### config.mk
export PLATFORM = sky130hd
export DESIGN_NAME = spgd_dither_sequencer
export DESIGN_NICKNAME = d
export VERILOG_FILES = /design/src/rtl/spgd_dither_sequencer.sv
export SDC_FILE = /design/constraint.sdc
export NUM_CORES = 1
export LEC_CHECK = 0
export BUFFER_PORTS_ARGS = -buffer_cell sky130_fd_sc_hd__buf_2
export CAP_MARGIN = 40
export CORE_UTILIZATION = 30
export CTS_CLUSTER_DIAMETER = 50
export DETAILED_ROUTE_END_ITERATION = 16
export PLACE_DENSITY = 0.6
export SYNTH_ARGS = -nofsm -noshare
export SYNTH_HDL_FRONTEND = slang
export SYNTH_SLANG_ARGS = --single-unit
### constraint.sdc
create_clock -name CLK -period 4.8 [get_ports CLK]
set_clock_uncertainty 0.15 [all_clocks]
set_input_delay 0.72 -clock CLK [delete_from_list [all_inputs] [get_ports CLK]]
set_output_delay 0.72 -clock CLK [all_outputs]
set_load 0.02 [all_outputs]
### src/rtl/spgd_dither_sequencer.sv
// One SPGD dither measurement: DAC to base+amp, settle, average, then base-amp, settle, average,
// and report J+, J- and their full-precision difference.
module spgd_dither_sequencer #(
  parameter int ADC_WIDTH     = 12,
  parameter int DAC_WIDTH     = 14,
  parameter int SETTLE_CYCLES = 256,
  parameter int AVG_TIMEOUT   = 4096
) (
  input  logic                        CLK,
  input  logic                        RST,
  input  logic                        START,
  input  logic signed [DAC_WIDTH-1:0] DAC_BASE,
  input  logic        [DAC_WIDTH-2:0] DITHER_AMP,
  output logic signed [DAC_WIDTH-1:0] DAC_OUT,
  output logic                        AVG_RST,
  input  logic                        AVG_DONE,
  input  logic signed [ADC_WIDTH-1:0] AVG_DATA,
  output logic signed [ADC_WIDTH-1:0] J_PLUS,
  output logic signed [ADC_WIDTH-1:0] J_MINUS,
  output logic signed [ADC_WIDTH:0]   DELTA_J,
  output logic                        RESULT_VALID,
  output logic                        BUSY,
  output logic                        TIMEOUT_ERR
);

  localparam int SW = $clog2(SETTLE_CYCLES);
  localparam int TW = $clog2(AVG_TIMEOUT + 1);
  localparam logic [SW-1:0] SETTLE_LAST = SW'(SETTLE_CYCLES - 1);
  localparam logic [TW-1:0] AVG_LAST    = TW'(AVG_TIMEOUT - 1);
  localparam logic [TW-1:0] STALE_SKIP  = TW'(2);
  localparam logic signed [DAC_WIDTH:0] DAC_MAX = {2'b00, {(DAC_WIDTH-1){1'b1}}};
  localparam logic signed [DAC_WIDTH:0] DAC_MIN = {2'b11, {(DAC_WIDTH-1){1'b0}}};

  typedef enum logic [2:0] {IDLE, SETTLE_P, AVG_P, SETTLE_M, AVG_M, REPORT} state_t;

  state_t                      state;
  logic signed [DAC_WIDTH-1:0] base_q;
  logic        [DAC_WIDTH-2:0] amp_q;
  logic        [SW-1:0]        settle_cnt;
  logic        [TW-1:0]        avg_cnt;

  // One extra bit of headroom so base +/- amp cannot wrap before clamping.
  function automatic logic signed [DAC_WIDTH-1:0] sat_dither(
    input logic signed [DAC_WIDTH-1:0] base,
    input logic        [DAC_WIDTH-2:0] amp,
    input logic                        minus
  );
    logic signed [DAC_WIDTH:0] base_x;
    logic signed [DAC_WIDTH:0] amp_x;
    logic signed [DAC_WIDTH:0] sum;
    base_x = $signed({base[DAC_WIDTH-1], base});
    amp_x  = $signed({2'b00, amp});
    sum    = minus ? (base_x - amp_x) : (base_x + amp_x);
    if (sum > DAC_MAX)      return DAC_MAX[DAC_WIDTH-1:0];
    else if (sum < DAC_MIN) return DAC_MIN[DAC_WIDTH-1:0];
    else                    return sum[DAC_WIDTH-1:0];
  endfunction

  assign BUSY = (state != IDLE);

  always_ff @(posedge CLK) begin
    if (RST) begin
      state        <= IDLE;
      base_q       <= '0;
      amp_q        <= '0;
      settle_cnt   <= '0;
      avg_cnt      <= '0;
      DAC_OUT      <= '0;
      AVG_RST      <= 1'b1;
      J_PLUS       <= '0;
      J_MINUS      <= '0;
      DELTA_J      <= '0;
      RESULT_VALID <= 1'b0;
      TIMEOUT_ERR  <= 1'b0;
    end else begin
      // NOTE: non-blocking throughout, so every branch below reads pre-edge register values.
      RESULT_VALID <= 1'b0;
      unique case (state)
        IDLE: begin
          DAC_OUT <= base_q;
          AVG_RST <= 1'b1;
          if (START) begin
            base_q      <= DAC_BASE;
            amp_q       <= DITHER_AMP;
            TIMEOUT_ERR <= 1'b0;
            DAC_OUT     <= sat_dither(DAC_BASE, DITHER_AMP, 1'b0);
            settle_cnt  <= '0;
            state       <= SETTLE_P;
          end
        end
        SETTLE_P, SETTLE_M: begin
          if (settle_cnt == SETTLE_LAST) begin
            settle_cnt <= '0;
            avg_cnt    <= '0;
            AVG_RST    <= 1'b0;
            state      <= (state == SETTLE_P) ? AVG_P : AVG_M;
          end else begin
            settle_cnt <= settle_cnt + 1'b1;
          end
        end
        AVG_P, AVG_M: begin
          // The first two cycles may still see DONE left over from the previous average.
          if (avg_cnt >= STALE_SKIP && AVG_DONE) begin
            AVG_RST <= 1'b1;
            if (state == AVG_P) begin
              J_PLUS  <= AVG_DATA;
              DAC_OUT <= sat_dither(base_q, amp_q, 1'b1);
              state   <= SETTLE_M;
            end else begin
              J_MINUS      <= AVG_DATA;
              DELTA_J      <= {J_PLUS[ADC_WIDTH-1], J_PLUS} - {AVG_DATA[ADC_WIDTH-1], AVG_DATA};
              RESULT_VALID <= 1'b1;
              DAC_OUT      <= base_q;
              state        <= REPORT;
            end
          end else if (avg_cnt == AVG_LAST) begin
            TIMEOUT_ERR <= 1'b1;
            DAC_OUT     <= base_q;
            AVG_RST     <= 1'b1;
            state       <= IDLE;
          end else begin
            avg_cnt <= avg_cnt + 1'b1;
          end
        end
        REPORT: begin
          DAC_OUT <= base_q;
          state   <= IDLE;
        end
        default: state <= IDLE;
      endcase
    end
  end

endmodule

---- Word-level counts from Yosys, hierarchy flattened ----
Cells that the tools add are included.
word-level totals
  bits in registers ....................... 105
  output and inout bits ................... 55
  bits of input ports ..................... 43
cells by class
  $lt $le $gt $ge ......................... 5
  mux-type cells .......................... 31
  equality and inequality tests ........... 13
  add/subtract/negate cells ............... 5
  reductions and logical operators ........ 20
  bitwise gates (word level) .............. 3
operators by type and width
  kind                   number
  $mux 14                8
  $pmux 14 s3            1
  $mux 13                3
  $gt 15x14->1 const B   2
  $lt 15x14->1 const B   2
  $pmux 13 s2            1
  $mux 3                 6
  $mux 8                 2
  $pmux 8 s2             1
  $add 14x14->15         1
  $sub 14x14->15         1
  $add 13x1->13 const B  1
  $eq 13x12->1 const B   1
  $ge 13x2->1 const B    1
  $sub 12x12->13         1
  $reduce_and 3->1       4
  $ne 2x2->1 const B     5
  $pmux 3 s3             1
  $reduce_bool 3->1      3
  $add 8x1->8 const B    1
  $eq 8x8->1 const B     1
  $reduce_and 4->1       2
  $eq 3x2->1 const B     2
  $eq 3x3->1 const B     2
  other kinds (12)       24

---- Longest topological paths before layout ----
  depth in word-level cells ............... 7
  gate-level depth with buffers ........... 12
  depth with buffers taken out ............ 11

---- Worst setup path before layout ----
Ideal clock, no wire load.
  kind .................................... input -> register
  start point ............................. input port DAC_BASE[0]
  end point ............................... register DAC_OUT[6]
  library setup time ...................... 0.122 ns
  data arrival time ....................... 3.039 ns
  buffers on the path ..................... 0
  stages on the path ...................... 10
  setup slack ............................. 1.489 ns
  cells stage by stage .................... ha_1 > fa_1 > a211oi_1 > o21bai_1 > o211ai_1 > nand2_1 > nor4_2 > o2111ai_1 > nor4b_1 > a311o_1
between the ends
  cells in the longest elaborated chain, start to end .. 6
  elaborated cells between the ends (all ways) .. 7
  those cells by class .................... add/sub (1); order compare (2); mux (4)
RTL lines
  what                  line  RTL
  start, declared       12    input logic signed [DAC_WIDTH-1:0] DAC_BASE,
  $add 14x14->15 *      53    sum = minus ? (base_x - amp_x) : (base_x + amp_x);
  $lt 15x14->1          55    else if (sum < DAC_MIN) return DAC_MIN[DAC_WIDTH-1:0];
  $mux 14               55
  $mux 14 *             54    if (sum > DAC_MAX) return DAC_MAX[DAC_WIDTH-1:0];
  $mux 14 *             82    if (START) begin
  $pmux 14 s3 *         78    unique case (state)
  end signal, assigned  80    DAC_OUT <= base_q;
  end signal, assigned  86    DAC_OUT <= sat_dither(DAC_BASE, DITHER_AMP, 1'b0);
  end signal, assigned  107   DAC_OUT <= sat_dither(base_q, amp_q, 1'b1);
  end, declared         14    output logic signed [DAC_WIDTH-1:0] DAC_OUT,
Every way passes the cells marked *; elsewhere a longest branch is shown, timed or not.
A chain may end at the register's enable or synchronous reset.

---- Worst setup path after layout ----
Ends and elaborated chain as after synthesis.

==> results.cfg <==
[place]
place_area_sq_mm = 0.007102
place_congestion = 0.8943
dp_worst_setup_slack_ns = 0.9082
numPortBuffers = 97
hpwl_microns = 13650

[synth]
post-synth-top-area-cell = dfxtp_1
yosysTopAreaCellShare_pct = 33.15
seq_area_frac_synth_pct = 33.15
avgSynthCellArea_sq_um = 7.504
synth_edf_count = 0
ys_warn_count = 0
synth_most_common_cell = nand2_1
syn_area_sq_mm = 0.006341
ys_types = 61
synthTopCellsByArea = dfxtp_1 33%, nand2_1 8.8%, ha_1 8.1%
syn_nets = 932
ys_top_cells_by_count = 148 x nand2_1, 105 x dfxtp_1, 102 x a21oi_1
ys_async_sr_fraction_pct = 0
ys.flop_type = dfxtp_1
netlist_instances = 845
ys_seq_elements = 105

[final_layout]
area_growth_pct = 16.38
final_util_pct = 36.01
drive_gt1_share_pct = 15.27
finish.instance_area_sq_mm = 0.007380
fin_nets = 1012

[floorplan]
rows = 52
core_area_sq_mm = 0.02049
die_area_sq_mm = 0.02172
die_x_microns = 147.4
io-pin-count = 98
start_util_pct = 30.94
die_y_microns = 147.4

[timing]
rsz0062_at_grt = no
slew_headroom_pct = 52.73
setup_ws_ns = 1.281
fin_setup_tns_ns = 0
max_freq_mhz = 284.2
min_period_ns = 3.519
drv_slew = 0
setup_violations = 0
fin_crit_sh_pct = 73.31
hold_viol = 0
tightest_slew_ns = 0.7090
hold_ws_ns = 0.3038

[global_route]
grt_overflow_total = 0
grtUsageTotal_pct = 17.07
grt_max_degree = 63
grt_pass1_vias = 5650
grt_pass1_wl_microns = 29720
antenna_found_initial = 0

[route]
ant_nets = 0
wire_per_inst_microns = 15.15
firstDrtPassIters = 5
drtIter0Drc = 342
finalWirelength_microns = 18190
vias = 6091
vias_per_cell = 5.072
drc = 0

[clock_network]
cts-hold-fix-buffers = 0
cts_buffers = 9
insertion_delay_ns = 0.36
cts_num_sinks = 105
post_cts_buffers = 0
cts-root-buf = clkbuf_16
ctsResizeCount = 0
cts_max_level = 3
cts_tree = done
cts_buffer_depth = 2
clkTransAtPathRegs_ns = 0.08

[power_and_ir_drop]
peakVddDrop_mv = 0.1684
power_density_mw_per_mm2 = 338.6
leakage_nw = 3.044

[setup_path]
critPathLaunchType = input pin
arrival_ns = 3.62
cp_max_fo = 7
endpoint_kind = register
cp.required_ns = 4.90
crit_type = in -> reg

[job]
maxCapViolations = 0

[status]
status = finished, final reports clean

[hold_path]
hold_class = reg -> reg
-- registers in the layout, summed over array words and instances (netlist names), 3 cells and up --
| signal | flops |
|---|---|
| base_q | 14 |
| settle_cnt | 8 |
| J_MINUS | 12 |
| DAC_OUT | 14 |
| avg_cnt | 13 |
| amp_q | 13 |
| state | 3 |
| J_PLUS | 12 |
| DELTA_J | 13 |
-- area by class of cell --
cell class / count / area (sq um)
diodes: 1 / 2.502
well taps: 270 / 337.8
clock inverters: 3 / 25.02
fillers: 2210 / 13120
inverters: 43 / 161.4
multi-input cells: 658 / 3933
clock buffers: 13 / 250.2
repair buffers: 108 / 568.0
flip-flops and latches: 105 / 2102
-- worst paths after layout --
path | slack [ns] | end | cells after the start | startpoint
worst max-delay path | 1.28 | DAC_OUT[6] | 11 | DAC_BASE[0]
worst min-delay path | 0.30 | J_MINUS[1] | 2 | J_MINUS[1]
worst max register to register | 1.56 | DAC_OUT[8] | 11 | base_q[0]
worst min register to register | 0.30 | J_MINUS[1] | 2 | J_MINUS[1]
-- worst max-delay path, stage by stage --
cell and delay [ns]:
buf_2 0.11, ha_1 0.23, fa_1 0.43, a211oi_1 0.33, o21bai_1 0.16, o211ai_1 0.26
nand2_1 0.17, nor4_2 0.50, o2111ai_1 0.21, nor4b_1 0.18, a311o_1 0.33
-- power breakdown --
group / internal [mW] / leakage, nW / switching [mW] / total (mW)
logic: 0.301 / 2.06 / 0.485 / 0.786
registers: 0.932 / 0.854 / 0.0623 / 0.995
clock network: 0.371 / 0.130 / 0.347 / 0.718
total: 1.60 / 3.04 / 0.895 / 2.50
-- cells by family (layout without fill, tap and decap cells) --
kind of cell               Yosys count  count (layout)  share of synthesized area, %
AOI/OAI and AO/OA                  240             240                         23.46
xor gates and xnor gates            36              36                         4.972
adders and majority gates           44              44                         9.037
buffers and inverters               82             167                         4.992
DFF                                105             105                         33.15
other                                0               1                             0
and+or+nand+nor                    338             338                         24.39
-- layout by cell type (no fill, tap or decap), drive strengths merged, types with 10 or more instances in the layout --
master / netlist / layout
xor2: 17 / 17
o21ai: 45 / 45
nand4: 11 / 11
ha: 41 / 41
nand3: 24 / 24
inv: 43 / 44
a31oi: 16 / 16
nor2b: 10 / 10
nor2: 73 / 73
clkbuf: 35 / 13
buf: 4 / 108
dfxtp: 105 / 105
and3: 15 / 15
xnor2: 19 / 19
nand2: 148 / 148
nor3: 21 / 21
a21o: 11 / 11
a21oi: 103 / 103
o211ai: 10 / 10
-- layer usage --
metal	routed length [microns]	part of all wire, %	up-vias	track usage [%]
met5	0	0	-	0
met4	330	1.8	0	5.309
met3	717	3.9	22	2.870
met2	8355	46	125	27.24
met1	8786	48	2809	23.41
li1	-	-	3135	-
-- through the flow --
stage	power [mW]	cells
after floorplan	1.562	845
after global placement	1.785	1182
after detailed placement	1.792	1184
after CTS	2.516	1200
after global routing	2.648	1200
final	2.499	1201
Note: power is estimated with default switching activity, not from simulation.
